### config.mk
export PLATFORM = sky130hd
export DESIGN_NAME = mem_arbiter
export DESIGN_NICKNAME = d
export VERILOG_FILES = /design/src/rtl/mem_arb_pkg.sv /design/src/rtl/mem_arbiter.sv
export SDC_FILE = /design/constraint.sdc
export NUM_CORES = 1
export LEC_CHECK = 0
export ABC_AREA = 1
export CORE_AREA = 2 2 104 106
export DETAILED_ROUTE_END_ITERATION = 16
export DIE_AREA = 0 0 106 108
export GPL_TIMING_DRIVEN = 0
export SYNTH_ARGS = -nofsm -noshare
export SYNTH_HDL_FRONTEND = slang
export SYNTH_SLANG_ARGS = --single-unit
### constraint.sdc
create_clock -name clk -period 1.2 [get_ports clk]
set_input_delay 0.24 -clock clk [delete_from_list [all_inputs] [get_ports clk]]
set_output_delay 0.24 -clock clk [all_outputs]
set_load 0.05 [all_outputs]
### src/rtl/mem_arb_pkg.sv
// Shared types for the unified instruction/data memory arbiter.
package mem_arb_pkg;

  typedef enum logic {
    DATA_PRI  = 1'b0,
    FETCH_PRI = 1'b1
  } arb_state_e;

  typedef enum logic [1:0] {
    OWNER_NONE = 2'd0,
    OWNER_IF   = 2'd1,
    OWNER_D    = 2'd2
  } arb_owner_e;

  localparam int STARVE_MAX_DEF = 4;

endpackage

### src/rtl/mem_arbiter.sv
// Single-port memory arbiter: data has priority, a starvation counter forces fetch through,
// and each read response is routed back to its owner one cycle after the grant.
module mem_arbiter
  import mem_arb_pkg::*;
#(
  parameter int AWIDTH     = 32,
  parameter int DWIDTH     = 32,
  parameter int STARVE_MAX = STARVE_MAX_DEF
) (
  input  logic              clk,
  input  logic              rst,
  input  logic              if_req_i,
  input  logic [AWIDTH-1:0] if_addr_i,
  output logic              if_gnt_o,
  output logic              if_rvalid_o,
  output logic [DWIDTH-1:0] if_rdata_o,
  input  logic              d_req_i,
  input  logic              d_we_i,
  input  logic [AWIDTH-1:0] d_addr_i,
  input  logic [DWIDTH-1:0] d_wdata_i,
  output logic              d_gnt_o,
  output logic              d_rvalid_o,
  output logic [DWIDTH-1:0] d_rdata_o,
  output logic [AWIDTH-1:0] mem_addr_o,
  output logic [DWIDTH-1:0] mem_wdata_o,
  output logic              mem_read_en_o,
  output logic              mem_write_en_o,
  input  logic [DWIDTH-1:0] mem_rdata_i
);

  localparam logic [3:0] STARVE_LIM = 4'(STARVE_MAX);

  arb_state_e state_p0, state_d;
  arb_owner_e owner_p1, owner_d;
  logic [3:0] starve_p0, starve_d;

  always_ff @(posedge clk or negedge rst) begin
    if (!rst) begin
      state_p0  <= DATA_PRI;
      starve_p0 <= 4'd0;
      owner_p1  <= OWNER_NONE;
    end else begin
      state_p0  <= state_d;
      starve_p0 <= starve_d;
      owner_p1  <= owner_d;
    end
  end

  // Issue stage: grant, memory drive and next priority state
  always_comb begin
    state_d        = state_p0;
    starve_d       = starve_p0;
    owner_d        = OWNER_NONE;
    if_gnt_o       = 1'b0;
    d_gnt_o        = 1'b0;
    mem_addr_o     = '0;
    mem_wdata_o    = '0;
    mem_read_en_o  = 1'b0;
    mem_write_en_o = 1'b0;

    // Grants are held off while reset is asserted so every output reads 0.
    if (rst) begin
      case (state_p0)
        FETCH_PRI: begin
          if (if_req_i)     if_gnt_o = 1'b1;
          else if (d_req_i) d_gnt_o  = 1'b1;
        end
        default: begin
          if (d_req_i)       d_gnt_o  = 1'b1;
          else if (if_req_i) if_gnt_o = 1'b1;
        end
      endcase
    end

    if (if_gnt_o) begin
      mem_addr_o    = if_addr_i;
      mem_read_en_o = 1'b1;
      owner_d       = OWNER_IF;
    end else if (d_gnt_o) begin
      mem_addr_o     = d_addr_i;
      mem_wdata_o    = d_wdata_i;
      mem_read_en_o  = !d_we_i;
      mem_write_en_o = d_we_i;
      owner_d        = d_we_i ? OWNER_NONE : OWNER_D;
    end

    if (if_gnt_o)
      starve_d = 4'd0;
    else if (if_req_i && (starve_p0 != STARVE_LIM))
      starve_d = starve_p0 + 4'd1;

    // Switching on the next count lets fetch win the cycle right after the limit is hit.
    case (state_p0)
      FETCH_PRI: if (if_gnt_o) state_d = DATA_PRI;
      default:   if (starve_d == STARVE_LIM) state_d = FETCH_PRI;
    endcase
  end

  // Response stage: route read data to the owner recorded at grant
  always_comb begin
    if_rvalid_o = (owner_p1 == OWNER_IF);
    d_rvalid_o  = (owner_p1 == OWNER_D);
    if_rdata_o  = if_rvalid_o ? mem_rdata_i : '0;
    d_rdata_o   = d_rvalid_o  ? mem_rdata_i : '0;
  end

endmodule

Word-level counts from Yosys, hierarchy flattened:

Cells that the tools add are included.
Widths: inputs -> output; s select.

* register bits after elaboration: 7
* input port bits: 133
* output and inout bits: 134
* logic and storage cells: 36

* add/subtract/negate cells: 1
* equality and inequality tests: 4
* multiplexer cells: 26
* reduce and logical (&&, ||, !) cells: 2

Operators with widths (number)
* $mux 32: 6
* $mux 1: 15
* $mux 4: 2
* $mux 2: 3
* $add 4x1->4 const B: 1
* $eq 4x3->1 const B: 1
* $ne 4x3->1 const B: 1
* $eq 2x1->1 const B: 1
* $eq 2x2->1 const B: 1
* $logic_and 1x1->1: 1
* $logic_not 1->1: 1

Depth between registers and ports, before layout:

* word-level depth: 8
* mapped depth: 10
* gate-level depth less buffers: 10

Worst setup path after synthesis:

No wires, ideal clock.

* kind: register to output
* start point: reg owner_p1[0]
* end point: out d_rdata_o[10]
* arrival time: 2.167 ns
* required time: 0.960 ns
* setup slack: -1.207 ns
* stages on the path, launching flop included: 5
* path buffers: 1
* cell sequence: dfrtp_1 > nor2_1 > inv_1 > clkbuf_1 > nor2_1

* word-level cells in the longest chain between the ends: 2

RTL lines
* start, declared: RTL line mem_arbiter.sv:34 `arb_owner_e owner_p1, owner_d;`
* start signal, assigned: RTL line mem_arbiter.sv:45 `owner_p1 <= owner_d;`
* $eq 2x2->1: RTL line mem_arbiter.sv:102 `d_rvalid_o = (owner_p1 == OWNER_D);`
* named net d_rvalid_o: RTL line mem_arbiter.sv:22 `output logic d_rvalid_o,`
* $mux 32: RTL line mem_arbiter.sv:104 `d_rdata_o = d_rvalid_o ? mem_rdata_i : '0;`
* end, declared: RTL line mem_arbiter.sv:23 `output logic [DWIDTH-1:0] d_rdata_o,`

The timed path passes the listed nets, and every way through them passes these cells.

Final worst setup path:

* start point: reg state_p0
* end point: out mem_addr_o[26]

* word-level cells in the longest chain between the ends: 4
* elaborated cells on any way between the ends: 6
* those cells by class: mux (6)

RTL lines
* start, declared: RTL line mem_arbiter.sv:33 `arb_state_e state_p0, state_d;`
* start signal, assigned: RTL line mem_arbiter.sv:43 `state_p0 <= state_d;`
* $mux 1: RTL line mem_arbiter.sv:63 `case (state_p0)`
* $mux 1: RTL line mem_arbiter.sv:62 `if (rst) begin`
* $mux 32: RTL line mem_arbiter.sv:79 `end else if (d_gnt_o) begin`
* $mux 32 (*): RTL line mem_arbiter.sv:75 `if (if_gnt_o) begin`
* end, declared: RTL line mem_arbiter.sv:24 `output logic [AWIDTH-1:0] mem_addr_o,`

Every way passes the cells marked *; elsewhere a longest branch is shown, timed or not.

==> flow_summary.yaml <==
power_and_ir_drop:
  combPwrFrac_pct: 84.8
  p_int_mw: 2.36
  swShare_pct: 50.5
  p_sw_mw: 2.41
  ir_drop_uv: 356
  share_seq_of_total_power_pct: 8.2
  p_per_area_nw_per_um2: 773
  leakagePower_nw: 2.88
  clkPwrFrac_pct: 7.0
sta:
  hold_ws_ns: -0.00463
  max_clock_freq_mhz: 570
  maxSlewViolCount: 0
  setup_slack_ns: -0.553
  finClkSkew_ns: 0.00211
  slew_headroom_pct: 78.3
  finalSetupViolCount: 135
  period_share_pct: 146
  worst_pin_slew_ns: 0.325
  hold_violations: 7
  min_period_ns: 1.75
  rsz0062_at_grt: "true"
synthesis:
  synthTopCellsByArea: "nor2_1, inv_1, a22o_1"
  syn-mean-instance-area_um2: 5.29
  ys_seq_elements: 7
  yosysWarnings: 0
  yosysSeqAreaShare_pct: 12.3
  syn_nets: 405
  yosys.cell_types.count: 20
  synth_top_area_share_pct: 26.3
  synth_cells: 270
  yosys.area.top_type: "nor2_1"
  netlist_area_um2: 1430
detailed_routing:
  drc_errors: 0
  antenna_left: 0
  totalWireLength_um: 10200
  drtIter0Drc: 60
  first_pass_iters: 4
  num_vias: 2896
  wl_per_cell_um: 14.1
  avgViaCountPerCell: 4.02
placement:
  place_congestion: 0.730
  place_hpwl_um: 8140
  port_buffers: 266
  placedCellCount: 672
critical_path:
  start_kind: "flip-flop"
  cp.arrival_ns: 1.51
  timing.rr.start: "starve_p0[0]$_DFF_PN0_"
  rrSetupSlack_ns: -0.20
  crit_required_ns: 0.96
  crit_path_end_kind: "primary output"
  crit_type: "reg -> out"
  reg2regPathDepth: 10
  cp_max_fo: 9
  timing.rr.end: "state_p0$_DFF_PN0_"
run_status:
  status: "finished, violations left"
  violations: "hold timing, setup timing"
final_layout:
  final_cell_mix: "clkdlybuf4s50_1, buf_6, nor2_4"
  fin_util_pct: 60.4
  drive_above_1_share_pct: 58.9
  nets: 720
  final_common_cell: "clkdlybuf4s50_1"
  syn_to_final_growth_pct: 333
  instances_no_fill: 720
  diodes: 0
clocking:
  cts_buffers: 3
  clock_path_buffers: 2
  clk_pin_slew_ns: 0.04
  clock_sinks: 7
  ctsHoldBuffers: 0
  cts_tree: "done"
  cts_root_buffer: "clkbuf_8"
  ctsHtreeMaxLevel: 1
  clock_latency_ns: 0.23
floorplanning:
  dieWidth_um: 106
  pin_count: 267
  core_area_um2: 10200
  num_rows: 37
  dieArea_um2: 11400
  initial_core_util_pct: 14.0
  die_y_um: 108
grt:
  gr-total-overflow: 0
  grt_max_degree: 12
  antenna_found_initial: 0
  grt_pass1_vias: 2932
  grt_pass1_wl_um: 14500
  grtUsageTotal_pct: 15.7
run:
  drv_cap: 0
min_path:
  worstHoldPathType: "in -> async"
-- synth_stat cells --
cell type / n
a22o_1: 32
buf_4: 3
clkinv_2: 1
nand2_2: 2
buf_6: 3
a21oi_1: 2
o21bai_1: 1
o21ai_0: 1
nand3_1: 5
nor2_1: 100
nand2_1: 20
buf_2: 3
clkbuf_1: 6
ha_1: 2
nand3_4: 1
inv_1: 77
nand4_1: 1
nand3_2: 2
inv_4: 1
dfrtp_1: 7
-- layout make-up --
class / count / area, µm²
inverters: 79 / 325
clock buffers: 4 / 45.0
multi-input cells: 170 / 1830
plain buffers: 15 / 298
fillers: 877 / 4050
repair buffers: 309 / 3340
well taps: 136 / 170
flip-flops and latches: 7 / 175
-- sequential cells by signal, indices dropped and copies added (netlist names) --
| signal | flops |
|---|---|
| owner_p1 | 2 |
| starve_p0 | 4 |
| state_p0 | 1 |
-- worst max path at each step --
stage,startpoint,to
2_1_floorplan,owner_p1[0]$_DFF_PN0_,d_rdata_o[10]
3_3_place_gp,rst,mem_addr_o[9]
3_5_place_dp,rst,mem_addr_o[13]
4_1_cts,state_p0$_DFF_PN0_,mem_addr_o[19]
5_1_grt,state_p0$_DFF_PN0_,mem_addr_o[8]
6_report,state_p0$_DFF_PN0_,mem_addr_o[26]
-- timing repair --
action / 4_1_cts / 5_1_grt
setup buffers: 21 / 18
pin swaps: 0 / 5
resized for setup: 946 / 50
setup endpoints to repair: 141 / 139
gates cloned: 3 / 2
-- stage by stage --
| stage | TNS (ns) | hold slack (ns) | cell area (µm²) | setup WS (ns) | power, mW |
|---|---|---|---|---|---|
| after CTS | -58.90 | 0.00151 | 5800 | -0.566 | 4.53 |
| after global routing | -67.51 | 0.0113 | 6180 | -0.620 | 5.02 |
| final | -58.96 | -0.00463 | 6180 | -0.553 | 4.78 |
| after detailed placement | -164.67 | 0.547 | 5330 | -1.69 | 3.84 |
| after global placement | -162.51 | 0.535 | 5330 | -1.65 | 3.82 |
| after floorplan | -27.66 | -0.0556 | 2490 | -0.341 | 2.65 |
-- logic make-up (layout without fill, tap and decap cells) --
kind of cell    Yosys count  count (layout)  synth area share [%]
compound gates           36              36                  21.2
fa+ha+maj                 2               2                  1.75
buf+inv                  94             407                  27.6
flops                     7               7                  12.3
simple gates            131             132                  37.2
-- worst max-delay path, cell delays in order (launching register included) --
cell      delay, ns
dfrtp_1        0.41
inv_2          0.08
nand2_2        0.06
nand3_4        0.12
clkinv_8       0.10
buf_12         0.15
a22o_4         0.22
buf_6          0.15
-- metal layers --
| layer | part of all wire (%) | global-route usage (%) | vias to the layer above |
|---|---|---|---|
| met4 | 0.96 | 2.26 | 0 |
| li1 | - | - | 1440 |
| met2 | 57 | 33.0 | 167 |
| met3 | 9.3 | 4.58 | 9 |
| met1 | 33 | 15.3 | 1280 |
| met5 | 0 | 0 | - |
-- power groups by stage --
stage	registers, mW	logic, mW	clock network, mW
finish	0.394	4.05	0.334
global route	0.404	4.26	0.356
CTS	0.395	3.80	0.342
detailed placement	0.406	3.43	0
global placement	0.401	3.41	0
floorplan	0.383	2.27	0
Note: power is estimated with default switching activity, not from simulation.
